## src/rtl/rst_seq_pkg.sv

```systemverilog
// Shared types and limits for the reset sequencer.
// The state names carry an ST_ prefix so they do not clash with the HOLD/GAP parameters.
package rst_seq_pkg;

    typedef enum logic [1:0] {
        ST_HOLD = 2'd0,
        ST_REL  = 2'd1,
        ST_FIN  = 2'd2
    } state_e;

    localparam int NCH_MAX = 16;
    localparam int CW_MIN  = 1;

    // The channel index register is never narrower than one bit, even when NCH is 1.
    function automatic int idxw(input int n);
        return (n <= 2) ? 1 : $clog2(n);
    endfunction

endpackage

```

## src/rtl/rst_seq_en_cnt.sv

```systemverilog
// EN-qualified interval counter. It clears itself on its terminal count, and clr wins over counting.
module en_cnt #(
    parameter int CW = 8
) (
    input  logic          clk,
    input  logic          srst,
    input  logic          clr,
    input  logic          en,
    input  logic [CW-1:0] tc_val,
    output logic [CW-1:0] cnt,
    output logic          tc
);

    logic [CW-1:0] cnt_q;
    logic [CW-1:0] cnt_d;

    assign tc  = en & (cnt_q == tc_val);
    assign cnt = cnt_q;

    always_comb begin
        cnt_d = cnt_q;
        if (clr) begin
            cnt_d = '0;
        end else if (tc) begin
            cnt_d = '0;
        end else if (en) begin
            cnt_d = cnt_q + CW'(1);
        end
    end

    always_ff @(posedge clk) begin
        if (srst) begin
            cnt_q <= '0;
        end else begin
            cnt_q <= cnt_d;
        end
    end

endmodule

```

## src/rtl/rst_seq.sv

```systemverilog
// Reset sequencer. After reset it holds NCH active-low resets, then releases them in
// ascending order. The hold and gap intervals count only edges where EN is high.
module rst_seq
    import rst_seq_pkg::*;
#(
    parameter int NCH  = 4,
    parameter int CW   = 8,
    parameter int HOLD = 4,
    parameter int GAP  = 2
) (
    input  logic           CLK,
    input  logic           RST,
    input  logic           EN,
    input  logic           SRST_REQ,
    output logic [NCH-1:0] IR_N,
    output logic           DONE
);

    localparam int IDXW   = idxw(NCH);
    localparam bit SINGLE = (NCH == 1);

    // Reject out-of-range parameters at elaboration time.
    // The check (X >> CW) != 0 is true exactly when X does not fit in CW bits.
    generate
        if (NCH < 1 || NCH > NCH_MAX) begin : g_bad_nch
            $error("rst_seq: NCH out of range");
        end
        if (CW < CW_MIN) begin : g_bad_cw
            $error("rst_seq: CW out of range");
        end
        if (HOLD < 1 || (HOLD >> CW) != 0) begin : g_bad_hold
            $error("rst_seq: HOLD out of range");
        end
        if (GAP < 1 || (GAP >> CW) != 0) begin : g_bad_gap
            $error("rst_seq: GAP out of range");
        end
    endgenerate

    state_e          state_q;
    state_e          state_d;
    logic [IDXW-1:0] idx_q;
    logic [IDXW-1:0] idx_d;
    logic [NCH-1:0]  ir_n_q;
    logic [NCH-1:0]  ir_n_d;
    logic            done_q;
    logic            done_d;

    logic [NCH-1:0]  rel_stb;
    logic [CW-1:0]   tc_val;
    logic [CW-1:0]   cnt_unused;
    logic            cnt_en;
    logic            tc;
    logic            last_ch;

    // The counter is frozen in FIN, so EN has no effect after the last release.
    assign cnt_en  = EN & (state_q != ST_FIN);
    assign tc_val  = (state_q == ST_HOLD) ? CW'(HOLD - 1) : CW'(GAP - 1);
    assign last_ch = (state_q == ST_REL) && (idx_q == IDXW'(NCH - 1));

    en_cnt #(
        .CW(CW)
    ) u_cnt (
        .clk    (CLK),
        .srst   (RST),
        .clr    (SRST_REQ),
        .en     (cnt_en),
        .tc_val (tc_val),
        .cnt    (cnt_unused),
        .tc     (tc)
    );

    // One release strobe per channel. Channel 0 leaves HOLD; the others follow idx in REL.
    generate
        for (genvar gi = 0; gi < NCH; gi++) begin : g_rel
            if (gi == 0) begin : g_first
                assign rel_stb[gi] = tc & (state_q == ST_HOLD);
            end else begin : g_next
                assign rel_stb[gi] = tc & (state_q == ST_REL) & (idx_q == IDXW'(gi));
            end
        end
    endgenerate

    always_ff @(posedge CLK) begin
        if (RST) begin
            state_q <= ST_HOLD;
        end else begin
            state_q <= state_d;
        end
    end

    always_comb begin
        state_d = state_q;
        if (SRST_REQ) begin
            state_d = ST_HOLD;
        end else begin
            case (state_q)
                ST_HOLD: if (tc) state_d = SINGLE ? ST_FIN : ST_REL;
                ST_REL:  if (tc && last_ch) state_d = ST_FIN;
                default: state_d = state_q;
            endcase
        end
    end

    always_comb begin
        ir_n_d = ir_n_q | rel_stb;
        idx_d  = idx_q;
        done_d = done_q;
        if (rel_stb != '0) begin
            idx_d = idx_q + IDXW'(1);
        end
        if (tc && ((state_q == ST_REL && last_ch) || (state_q == ST_HOLD && SINGLE))) begin
            done_d = 1'b1;
        end
        // A soft reset wins over any release that falls due on the same edge.
        if (SRST_REQ) begin
            ir_n_d = '0;
            idx_d  = '0;
            done_d = 1'b0;
        end
    end

    always_ff @(posedge CLK) begin
        if (RST) begin
            ir_n_q <= '0;
            idx_q  <= '0;
            done_q <= 1'b0;
        end else begin
            ir_n_q <= ir_n_d;
            idx_q  <= idx_d;
            done_q <= done_d;
        end
    end

    assign IR_N = ir_n_q;
    assign DONE = done_q;

endmodule

```

## config.mk

```make
export PLATFORM = sky130hd
export DESIGN_NAME = rst_seq
export DESIGN_NICKNAME = d
export VERILOG_FILES = /design/src/rtl/rst_seq_pkg.sv /design/src/rtl/rst_seq_en_cnt.sv /design/src/rtl/rst_seq.sv
export SDC_FILE = /design/constraint.sdc
export NUM_CORES = 1
export LEC_CHECK = 0
export ABC_AREA = 1
export BUFFER_PORTS_ARGS = -buffer_cell sky130_fd_sc_hd__buf_2
export CORE_ASPECT_RATIO = 0.9
export CORE_MARGIN = 1.5
export CORE_UTILIZATION = 50
export CTS_CLUSTER_SIZE = 28
export DETAILED_ROUTE_END_ITERATION = 10
export GPL_TIMING_DRIVEN = 0
export PLACE_DENSITY = 0.69
export SYNTH_ARGS = -nofsm -noshare
export SYNTH_HDL_FRONTEND = slang
export SYNTH_SLANG_ARGS = --single-unit
```

## constraint.sdc

```tcl
create_clock -name CLK -period 1.7 [get_ports CLK]
set_input_delay 0.17 -clock CLK [delete_from_list [all_inputs] [get_ports CLK]]
set_output_delay 0.17 -clock CLK [all_outputs]
set_load 0.03 [all_outputs]
```

[Yosys cells after proc, flatten, opt, wreduce, memory -nomap -nowiden]
Cells that the tools add are included.
Cells by class
  bitwise operators: 8
  reduce and logical (&&, ||, !) cells: 10
  $add $sub $neg: 2
  equality and inequality tests: 8
  multiplexer cells: 4
Operators by type and width (number)
  $add A8 B1 Y8 const B: 1
  $eq A8 B2 Y1: 1
  $and A1 B1 Y1: 7
  $mux W2: 3
  $eq A2 B1 Y1 const B: 2
  $eq A2 B2 Y1 const B: 2
  $logic_and A1 B1 Y1: 4
  $ne A2 B2 Y1 const B: 2
  $or A4 B4 Y4: 1
  $pmux W2 S2: 1
  $reduce_bool A4 Y1: 1
  $reduce_and A3 Y1: 1
  $reduce_or A3 Y1: 1
  $add A2 B1 Y2 const B: 1
  $logic_not A2 Y1: 1
  $ne A2 B1 Y1 const B: 1
  $reduce_bool A2 Y1: 1
  $reduce_or A2 Y1: 1
Word-level totals
  output and inout bits: 5
  register bits: 17
  logic and storage cells: 37
  input port bits: 4

[Longest topological paths before layout]
Gate-level depths: netlist of run 1.
  depth in word-level cells: 7
  mapped depth: 9

[By module]
From an unflattened synthesis of run 1, not the netlist that was laid out.
Second synthesis, totals
  cells, all modules: 134
  area total of the unflattened synthesis: 933.4 µm²
Modules (own cells, without submodules)
  en_cnt: times used 1, area each 518.0 µm², seq. area each 160.2 µm², cells an instance 80
  rst_seq: times used 1, area each 415.4 µm², seq. area each 180.2 µm², cells an instance 54

[Least setup slack after synthesis of run 1]
OpenSTA, ideal clock, no wires.
  path type: register to register
  start point: register idx_q[1]
  end point: register idx_q[0]
  setup time: 0.064 ns
  cell stages (with the launch flop): 6
  setup slack: 0.501 ns
  period minus slack after synthesis: 1.199 ns
  arrival time: 1.135 ns
  path through: dfxtp_1 > inv_1 > ha_1 > o41ai_1 > nor2_1 > nor2_1
Between the ends
  word-level cells in the longest chain between the ends: 3
RTL lines
  start: declaration: line rst_seq.sv:41  | logic [IDXW-1:0] idx_q;
  start signal: assignment: line rst_seq.sv:129  | idx_q <= idx_d;
  $eq A2 B1 Y1 or $eq A2 B2 Y1 (tied branches): line rst_seq.sv:78  | assign rel_stb[gi] = tc & (state_q == ST_REL) & (idx_q == IDXW'(gi));
  $and A1 B1 Y1: line rst_seq.sv:78
  $reduce_bool A4 Y1 *: line rst_seq.sv:108  | if (rel_stb != '0) begin
Mark *: on every way between the ends. The rest lies on a longest branch, timed or not.
A chain may end at the register's enable or synchronous reset.

[Worst setup path in the final report of run 1]
Ends and elaborated chain as after synthesis.

==> results, run 1 <==
- The run finished with clean final reports.
- Across all setup checks in the final design, the least slack found is 0.313 ns.
- The worst-case clock skew is 0.00317 ns.
- In the routed design, unresolved DRC markers number 0.
- The endpoint required time on the critical path is 1.94 ns.
- The number of antenna diodes in the final layout is 0.
- At the pin with the least slew margin, the transition time is 0.435 ns.
- For this run, the detailed router's first-pass iteration total came to 4.
- The largest individual stage delay along the critical path comes from the cell o41ai_1.
- STA classifies the critical path startpoint as a flop.
- Synthesis inferred 17 register bits.
- The number of antenna violations at the first check in global routing came to 0.
- The power per unit of standard cell area is 675 nW/µm².
- The fraction of the cycle the final worst path needs is 81.6%.
- The share of flip-flops with an asynchronous set or reset after synthesis is 0%.
- The synthesized net count is 119.
- The region available for standard cell placement spans 1650 µm².
- The commonest cells after synthesis are 20 x nand2_1, 17 x dfxtp_1, 17 x nor2_1, 14 x inv_1, 11 x a21oi_1.
- STA classifies the critical path endpoint as a flop.
- Walking the worst path, the cells encountered are inv_1 -> ha_1 -> o41ai_1 -> nor2_1 -> nor2_1.
- The overall fraction of global-route tracks in use is 17.2%.
- The final net count is 132.
- In this run the cell area of the synthesized design comes to 861 µm².
- The worst slack after detailed placement is 0.344 ns.
- The hold violation total from the final report is 0.
- Entering global routing, the biggest net connects 10 pins.
- The post-CTS resize count is 0.
- The number of maximum-capacitance constraint violations is 0.
- After detailed routing, the total wire length is 1480 µm.
- The die is 42.4 µm tall.
- Of all nets on the critical path, the largest fanout is 3.
- The routed wirelength normalized by instance count is 10.1 µm.
- For this block, the via count after detailed routing is 702.
- Data arrives at the worst endpoint at 1.62 ns.
- TritonCTS built the clock tree.
- The root buffer cell chosen for the clock tree is clkbuf_4.
- The total leakage power is 0.401 nW.
- The starting density of the core is 52.3%.
- The maximum single-stage delay on the critical path is 0.49 ns.
- The buffer levels on the longest clock path is 2.
- From synthesis to final layout, the design area changed by 11.2%.
- Of the cells placed in the final design, the portion with a size suffix greater than 1 is 22.8%.
- The final-layout fill cell count is 168.
- The clock insertion delay at the later pin of the skew report is 0.29 ns.
- The non-filler instance count after layout is 147.
- Among the stages of the critical path, the cell type that occurs most often is nor2_1.
- The maximum VDD drop is 0.486 mV.
- For this run, the register share of the synthesized area comes to 39.5%.
- The clock-pin slew reported for the worst setup and hold paths after clock tree synthesis is 0.10 ns.
- The cell count after synthesis is 111.
- The detailed-route vias per instance is 4.78.
- The max-slew violation count is 0.
- The TritonCTS buffer count is 3.
- For this run, the number of Yosys warnings is 0.
- The tree built by TritonCTS fans out to 17 sinks.
- The top-area cell type share of the netlist area is 39.5%.
- Setup violations remaining at the end of the flow were counted as 0.
- The die width is 46.7 µm.
- The biggest area contributor in the post-synthesis netlist is dfxtp_1.
- The placed instance count is 143.
- The boundary pin count is 9.
- The sum of overflow across all layers after global routing is 0.
- The number of setup buffers added after CTS is 0.
- The critical path in this run is classified as reg2reg.
- The global placer's final weighted congestion is 0.777.
- Summed over all nets, the half-perimeter wirelength after detailed placement is 1210 µm.
- The number of distinct library cells after synthesis is 23.
- The worst pin sits at a relative slew slack of 70.7%.
- The average cell area after synthesis is 7.76 µm².
- The floorplan has 14 rows.
- The cell with the most instances after synthesis is nand2_1.
- The count of buffers added on input and output ports is 8.
- The worst min-delay path category is in2reg.
- Based on the critical path, the design can be clocked at up to 721 MHz.
- Setup repair after global routing left no endpoint under its margin.
- The first global-routing pass estimated 2480 µm of wire.
- The initial DRC count is 7.
- The H-tree depth is 1.
- After layout, the minimum clock period comes to 1.39 ns.
- In the post-synthesis netlist, the biggest area contributors are dfxtp_1 40%, nand2_1 8.7%, nor2_1 7.4%.
- The via count of the first global-routing pass is 637.
- The hold buffer count at CTS is 0.
- The number of enable-type register cells in the synthesized netlist is 0.
- The number of nets still failing antenna checks after routing is 0.
- The total negative setup slack is 0 ns.
- The most used flip-flop cell after synthesis is dfxtp_1.
- The area enclosed by the die boundary is 1980 µm².
- Power comes to 646 µW.
==> final timing paths <==
kind | from | endpoint | slack (ns) | depth (start not counted)
hold / removal | RST | idx_q[0]$_SDFFE_PP0P_ | 0.16 | 4
setup / recovery | idx_q[1]$_SDFFE_PP0P_ | idx_q[0]$_SDFFE_PP0P_ | 0.31 | 5
hold reg to reg | IR_N[3]$_SDFF_PP0_ | IR_N[3]$_SDFF_PP0_ | 0.45 | 2
setup reg to reg | idx_q[1]$_SDFFE_PP0P_ | idx_q[0]$_SDFFE_PP0P_ | 0.31 | 5
==> sequential cells by signal (all words and copies together), names as in the netlist <==
signal,count
u_cnt.cnt,8
IR_N,4
idx_q,2
state_q,2
DONE,1
==> layer usage <==
layer / up-vias / global-route usage, % / share of wire [%]
met2: 11 / 27.5 / 48
li1: 379 / - / -
met5: - / 0 / 0
met4: 0 / 5.00 / 0
met3: 0 / 6.47 / 4.0
met1: 312 / 21.3 / 48
==> worst max-delay path, delay by kind of cell (launching register included) <==
kind | cells | cell delay (ns)
adder cells (fa/ha/maj) | 1 | 0.21
AND/OR/NAND/NOR | 2 | 0.19
flip-flops | 1 | 0.37
AO/OA/AOI/OAI | 1 | 0.49
buffers and inverters | 1 | 0.07
==> final cells by class <==
| cell class | count | area, µm² | share of cell area (%) |
|---|---|---|---|
| clock buffers | 4 | 26.3 | 2.75 |
| inverters | 16 | 61.3 | 6.41 |
| multi-input cells | 78 | 459 | 48.0 |
| flip-flops and latches | 17 | 340 | 35.6 |
| well taps | 24 | 30.0 | 3.14 |
| repair buffers | 8 | 40.0 | 4.18 |
==> cell usage in the layout (no fill, tap or decap) <==
master      n
a21oi_1    11
buf_2       8
clkbuf_1    1
clkbuf_4    3
clkinv_2    1
dfxtp_1    17
ha_1        4
inv_1      14
inv_2       1
nand2_1    20
nand2_2     2
nand2_4     2
nand3_1     5
nand3_2     1
nand3_4     1
nand3b_1    1
nor2_1     17
nor2_2      3
nor2_4      2
nor3_1      1
nor3_2      2
nor3_4      1
o2111ai_1   2
o21ai_1     1
o41ai_1     1
or2_2       1
==> where the power goes <==
group	leakage, nW	total (mW)	internal, mW	switching, mW
Combinational	0.249	0.0276	0.00937	0.0183
Clock	0.0150	0.217	0.0913	0.126
Sequential	0.137	0.401	0.399	0.00179
Total	0.401	0.646	0.500	0.146
==> through the flow <==
stage	util [%]	instance area [µm²]	hold slack (ns)
floorplan	-	861	0.359
detailed placement	56.5	931	0.439
global route	58.1	957	0.182
CTS	58.1	957	0.153
finish	58.1	957	0.158
global placement	56.5	931	0.434
==> cells by family after synthesis <==
group / share of synthesized area (%)
fa+ha+maj: 5.81
buf+inv: 7.12
flops: 39.5
compound gates: 10.0
simple gates: 37.5
Power figures use the tool's default switching activity.
==> inputs of run 2 (changes only) <==
ABC_AREA = 0   (was 1)
PLACE_DENSITY = 0.7   (was 0.69)
clock period = 1.4 ns   (was 1.7 ns; I/O delays follow)
==> results, run 2 <==
- The run finished, with violations left.
- The final reports fail on negative setup slack.
- The end of the worst register-to-register path is state_q[0]$_SDFFE_PP0P_.
- The clock insertion delay at the later pin of the skew report is 0.30 ns.
- The count of vias placed by the detailed router is 682.
- The number of cells on the worst reg-to-reg path is 5.
- The synthesized net count is 99.
- The worst path setup slack after routing is -0.300 ns.
- The total leakage power is 0.411 nW.
- From bottom edge to top edge, the die measures 41.1 µm.
- The number of nets still failing antenna checks after routing is 0.
- At the pin with the least slew margin, the transition time is 0.490 ns.
- The worst setup path is captured at a flop.
- Cells with a size suffix above 1 make up 31.8% of the layout.
- The first global-routing pass estimated 2540 µm of wire.
- The routed wirelength normalized by instance count is 12.1 µm.
- The final layout contains routed wiring with a total length of 1600 µm.
- Power spread over the standard cell area amounts to 786 nW/µm².
- STA classifies the critical path startpoint as a flop.
- The library cells used most frequently in the layout, excluding fill and tap cells, are 15 x dfxtp_1, 14 x nor2_1, 8 x buf_2.
- The Yosys step of the flow raised 0 warnings.
- Once the floorplan was initialized, standard cells occupied 54.4% of the core.
- In the finished design, the share of the clock period the worst path needs comes to 121%.
- The sum of overflow across all layers after global routing is 0.
- The biggest area contributor in the post-synthesis netlist is dfxtp_1.
- After the last flow step, the layout net total stands at 119.
- The hold buffer count at CTS is 0.
- The maximum VDD drop is 0.613 mV.
- The achievable frequency is 588 MHz.
- The synthesized netlist contains 27 unique library cells.
- The leading register cell type out of synthesis is dfxtp_1.
- The placed wire-length estimate is 980 µm.
- The number of antenna violations at the first check in global routing is 0.
- The hold violation total from the final report came to 0.
- The type of the setup path with the least slack is reg2reg.
- For hold timing, the worst endpoint is idx_q[0]$_SDFFE_PP0P_.
- Entering global routing, the biggest net connects 11 pins.
- For this run, the slowest stage of the critical path takes 0.52 ns.
- The layout overhead on the synthesized area is 25.9%.
- After technology mapping, the gate count stands at 91.
- The first TritonRoute pass finished after 4 iterations.
- After synthesis the netlist holds a flip-flop and latch count of 17.
- The max-slew violation count is 0.
- The number of placement rows is 13.
- The worst-case clock skew is 0.00262 ns.
- The worst min-delay path category is in2reg.
- The repair_antennas step left the layout with diodes totalling 0.
- The clock tree from TritonCTS is built.
- The number of DRC violations after detailed routing is 0.
- Yosys mapped a number of flops with a built-in enable equal to 0.
- Summing the sequential cell areas from Yosys gives 42.2% of the chip area.
- The global placer's final weighted congestion is 0.704.
- The overall fraction of global-route tracks in use is 20.2%.
- The die width is 45.3 µm.
- The maximum fanout along the worst path is 6.
- The total negative setup slack is -4.11 ns.
- The detailed-route vias per instance is 5.17.
- Setup violations remaining at the end of the flow were counted as 16.
- The worst pin sits at a relative slew slack of 67.0%.
- The worst register-to-register path has a setup slack of -0.30 ns.
- The critical path goes through or4_4 -> nor4b_4 -> buf_4 -> a211oi_2 -> a31o_2.
- The number of I/O port buffers is 8.
- The placeable core area is 1480 µm².
- The area enclosed by the die boundary is 1860 µm².
- After the first detailed-routing iteration, the DRC count stood at 18.
- Setup repair after global routing could not meet its margin everywhere.
- The average cell area after synthesis is 8.85 µm².
- Buffers inserted during clock tree synthesis total 3.
- Pin placement for this block handled 9 I/O pins.
- The longest clock path from root to sink contains 2 buffers.
- In this run the number of H-tree levels came out at 1.
- The worst hold path stage count is 4.
- For the worst setup path, the data required time is 1.60 ns.
- The final critical-path required period is 1.70 ns.
- The worst register-to-register path begins at u_cnt.cnt[3]$_SDFFE_PP0P_.
- The worst hold path startpoint is RST.
- The via count of the first global-routing pass is 576.
- The start point of the critical path is u_cnt.cnt[3]$_SDFFE_PP0P_.
- The tree built by TritonCTS fans out to 17 sinks.
- The commonest cells after synthesis are 17 x dfxtp_1, 14 x nor2_1, 7 x nand2_1, 6 x inv_1.
- Sorting the synthesized cells by area gives the leading types as dfxtp_1 42%, nor2_1 6.5%, ha_1 6.2%.
- On the critical path, the stage with the largest delay is an instance of or4_4.
- Across the run, the number of max-cap violations was 0.
- The data arrival time of the critical path is 1.90 ns.
- The final cell utilization of the core is 68.6%.
- The share of synthesized area in the top cell type comes to 42.2%.
- The register with the most flip-flops in the layout has 8 of them.
- The cell sitting at the root of the clock tree is a clkbuf_4.
- The library cell used most frequently in the layout, excluding fill and tap cells, is dfxtp_1.
- The share of flip-flops with an asynchronous set or reset after synthesis is 0%.
- The clock-pin slew reported for the worst setup and hold paths after clock tree synthesis is 0.09 ns.
- dfxtp_1 is the most common cell in the netlist.
- In this run the cell area of the synthesized design comes to 806 µm².
[run 2: cell types whose count changed after synthesis, moves of 3 or more]
cell      delta
inv_1        -8
nor2_1       -3
nor2_2       -3
nand2_1     -13
nand2b_1     +3
xnor2_1      +3
nand4_1      +4
a31oi_1      +4
a21oi_1      -7
xor2_1       +4
[run 2: kinds of logic after synthesis]
kind of cell,Yosys count,synth area share (%)
simple gates,41,27.8
flops,17,42.2
xor+xnor,7,7.61
fa+ha+maj,4,6.21
buf+inv,7,4.19
mux,1,1.24
compound gates,14,10.7
[run 2: per-layer routing]
layer | vias up | routed length (µm) | share of wire [%] | GRT usage [%]
met5 | - | 0 | 0 | 0
met4 | 0 | 38 | 2.4 | 13.2
met3 | 5 | 64 | 4.0 | 6.61
met2 | 13 | 690 | 43 | 30.0
met1 | 310 | 808 | 50 | 25.3
li1 | 354 | - | - | -
[run 2: what timing repair did]
item,in CTS,in global routing
gates cloned,0,0
pin swaps,5,5
gates resized for setup,7,6
hold endpoints to repair,0,0
buffers inserted,6,1
endpoints found under the setup margin,16,16
[run 2: worst max path at each step]
stage,endpoint,slack [ns],cells past startpoint
after floorplan,state_q[0]$_SDFFE_PP0P_,-0.26,4
after global placement,state_q[0]$_SDFFE_PP0P_,-0.37,4
after detailed placement,state_q[0]$_SDFFE_PP0P_,-0.39,4
after CTS,IR_N[2]$_SDFF_PP0_,-0.29,6
after global routing,IR_N[0]$_SDFF_PP0_,-0.34,6
final,state_q[0]$_SDFFE_PP0P_,-0.30,5
[run 2: metrics by stage]
stage          setup WS, ns  std cells  hold slack (ns)  power (mW)  instance area [µm²]
6_report             -0.300        132            0.149       0.797                 1010
5_1_grt              -0.339        132            0.162       0.827                 1010
4_1_cts              -0.294        131            0.135       0.806                  971
3_5_place_dp         -0.386        121            0.439       0.535                  875
3_3_place_gp         -0.367        121            0.434       0.534                  875
2_1_floorplan        -0.255         91            0.300       0.523                  807
[run 2: final cells by class]
| class | count | area (µm²) |
|---|---|---|
| Clock inverter | 1 | 5.00 |
| Multi-Input combinational cell | 67 | 487 |
| Sequential cell | 17 | 343 |
| Timing Repair Buffer | 15 | 96.3 |
| Tap cell | 22 | 27.5 |
| Clock buffer | 3 | 22.5 |
| Inverter | 6 | 22.5 |
| Buffer | 1 | 11.3 |
| Fill cell | 122 | 465 |
[run 2: power breakdown]
part / internal, mW / leakage, nW / switching, mW
Combinational: 0.0223 / 0.255 / 0.0256
Sequential: 0.485 / 0.138 / 0.00307
Clock: 0.107 / 0.0177 / 0.155
Total: 0.614 / 0.411 / 0.183
[run 2: worst max-delay path, delay by kind of cell (launching register included)]
kind	cells	cell delay, ns
and+or+nand+nor	2	0.80
AOI/OAI and AO/OA	2	0.26
buffers and inverters	1	0.16
DFF	1	0.38
==> inputs of run 3 (changes only) <==
TNS_END_PERCENT = 30   (was unset)
==> results, run 3 (synthesized netlist as in run 2, its figures left out) <==
- The run finished, with violations left.
- The final reports fail on negative setup slack.
- The via count of the first global-routing pass is 522.
- Setup repair after global routing could not meet its margin everywhere.
- After detailed routing, the met2 layer carries 684 µm of wire.
- Overall power consumption after layout is estimated at 787 µW.
- In the final layout, the share of cells above drive strength 1 is 30.6%.
- The slew at the pin with the worst max-slew slack is 0.304 ns.
- The global placer's final weighted congestion is 0.804.
- The final net count is 117.
- The placed wire-length estimate is 1020 µm.
- The H-tree depth is 1.
- The register with the most flip-flops in the layout has 8 of them.
- The worst setup path is captured at a flop.
- The number of I/O port buffers is 8.
- The worst relative slew slack is 79.7%.
- Across all layers, the routed design uses 676 vias.
- The sum of overflow across all layers after global routing is 0.
- After routing the design area is 976 µm².
- The type of the setup path with the least slack is reg2reg.
- The clock-pin slew reported for the worst setup and hold paths after clock tree synthesis is 0.09 ns.
- The cell sitting at the root of the clock tree is a clkbuf_4.
- The number of maximum-capacitance constraint violations is 0.
- In the finished design, the share of the clock period the worst path needs comes to 117%.
- The starting density of the core is 54.4%.
- The highest layer touched by signal routing is met4.
- The number of placement rows is 13.
- The diode insertion count for antenna repair is 0.
- The placeable core area is 1480 µm².
- Once detail routing completed, the nets flagged for antenna violations numbered 0.
- Setup violations remaining at the end of the flow were counted as 16.
- From synthesis to final layout, the design area changed by 21.1%.
- Global routing used 17.9% of the available tracks.
- For the final database, setup skew stands at 0.00586 ns.
- The path class of the tightest hold or removal check is in2reg.
- The endpoint required time on the critical path is 1.59 ns.
- The clock tree from TritonCTS is built.
- In this run the worst path has a maximum fanout of 7.
- The first global-routing pass estimated 2270 µm of wire.
- The maximum VDD drop is 0.577 mV.
- The post-route met1 wirelength is 742 µm.
- In this run the static leakage power is 0.385 nW.
- In the final layout, the multi-input gates occupy 462 µm².
- Clock tree synthesis inserted a total of 3 buffers.
- In the detailed route, the total length drawn on met3 is 53 µm.
- The worst path setup slack after routing is -0.243 ns.
- The final-layout fill cell count is 137.
- Before CTS, the worst setup slack after placement is -0.366 ns.
- The critical path launch point type is a flop.
- In the layout the commonest cells are 14 x dfxtp_1, 14 x nor2_1, 8 x buf_2, 7 x nand2_1, 6 x inv_1.
- The worst hold slack is 0.163 ns.
- The die is 41.1 µm tall.
- The clock insertion delay at the later pin of the skew report is 0.29 ns.
- After detailed routing, the number of vias per cell comes to 5.20.
- The data arrival time of the critical path is 1.83 ns.
- The clock drives 17 sinks.
- The hold violation total from the final report is 0.
- The max-slew violation count is 0.
- The initial DRC count is 9.
- The post-placement cell area is 875 µm².
- The achievable frequency is 609 MHz.
- The number of DRC violations after detailed routing is 0.
- The buffer levels on the longest clock path is 2.
- The routed wirelength normalized by instance count is 11.5 µm.
- The area enclosed by the die boundary is 1860 µm².
- Pin placement for this block handled 9 I/O pins.
- The power per unit of standard cell area is 807 nW/µm².
- The maximum number of pins on one net before global-route repair is 11.
- The die width is 45.3 µm.
- The final critical-path required period is 1.64 ns.
- The detailed-router iteration count before antenna repair is 4.
- The number of antenna violations at the first check in global routing was 0.
- The area used by sequential logic in the layout is 344 µm².
- After detailed routing, the total wire length is 1490 µm.
-- run 3: path summary, 6_finish.rpt --
| check | slack (ns) | from | cells past startpoint | end |
|---|---|---|---|---|
| setup reg to reg | -0.24 | u_cnt.cnt[2]$_SDFFE_PP0P_ | 5 | state_q[0]$_SDFFE_PP0P_ |
| setup / recovery | -0.24 | u_cnt.cnt[2]$_SDFFE_PP0P_ | 5 | state_q[0]$_SDFFE_PP0P_ |
| hold reg to reg | 0.46 | DONE$_SDFFE_PP0P_ | 2 | DONE$_SDFFE_PP0P_ |
| hold / removal | 0.16 | SRST_REQ | 4 | idx_q[0]$_SDFFE_PP0P_ |
-- run 3: critical path, stage by stage, from the launching register on --
cell and delay [ns]:
dfxtp_2 0.33, or4_4 0.54, nor4b_4 0.23, buf_6 0.17, a211oi_2 0.06, a31o_2 0.21
-- run 3: power breakdown --
part	switching, mW	internal (mW)	leakage [nW]
combinational	0.0229	0.0181	0.229
clock	0.152	0.106	0.0177
sequential	0.00285	0.485	0.139
total	0.178	0.610	0.385
-- run 3: per-layer routing --
layer | vias to the layer above | global-route usage [%]
met1 | 314 | 22.6
met4 | 0 | 4.41
li1 | 350 | -
met2 | 10 | 28.9
met3 | 2 | 6.61
met5 | - | 0
-- run 3: layout make-up --
| type | count | area share [%] |
|---|---|---|
| repair buffers | 13 | 8.33 |
| well taps | 22 | 2.82 |
| flip-flops and latches | 17 | 35.3 |
| clock buffers | 3 | 2.31 |
| inverters | 6 | 2.31 |
| multi-input cells | 67 | 47.3 |
| clock inverters | 1 | 0.513 |
| plain buffers | 1 | 1.15 |
-- run 3: per-stage QoR --
stage               cells  util [%]  TNS (ns)
floorplan              91         -     -1.92
global placement      121      59.1     -3.82
detailed placement    121      59.1     -3.94
CTS                   129      63.5     -3.28
global route          130      65.9     -3.59
finish                130      65.9     -2.37
-- run 3: timing repair --
item                                    in CTS  in global routing
gates resized for setup                      4                  7
setup buffers                                4                  1
endpoints found under the setup margin      16                 16
gates cloned                                 0                  0
pin swaps                                    4                  2
hold buffers                                 0                  0
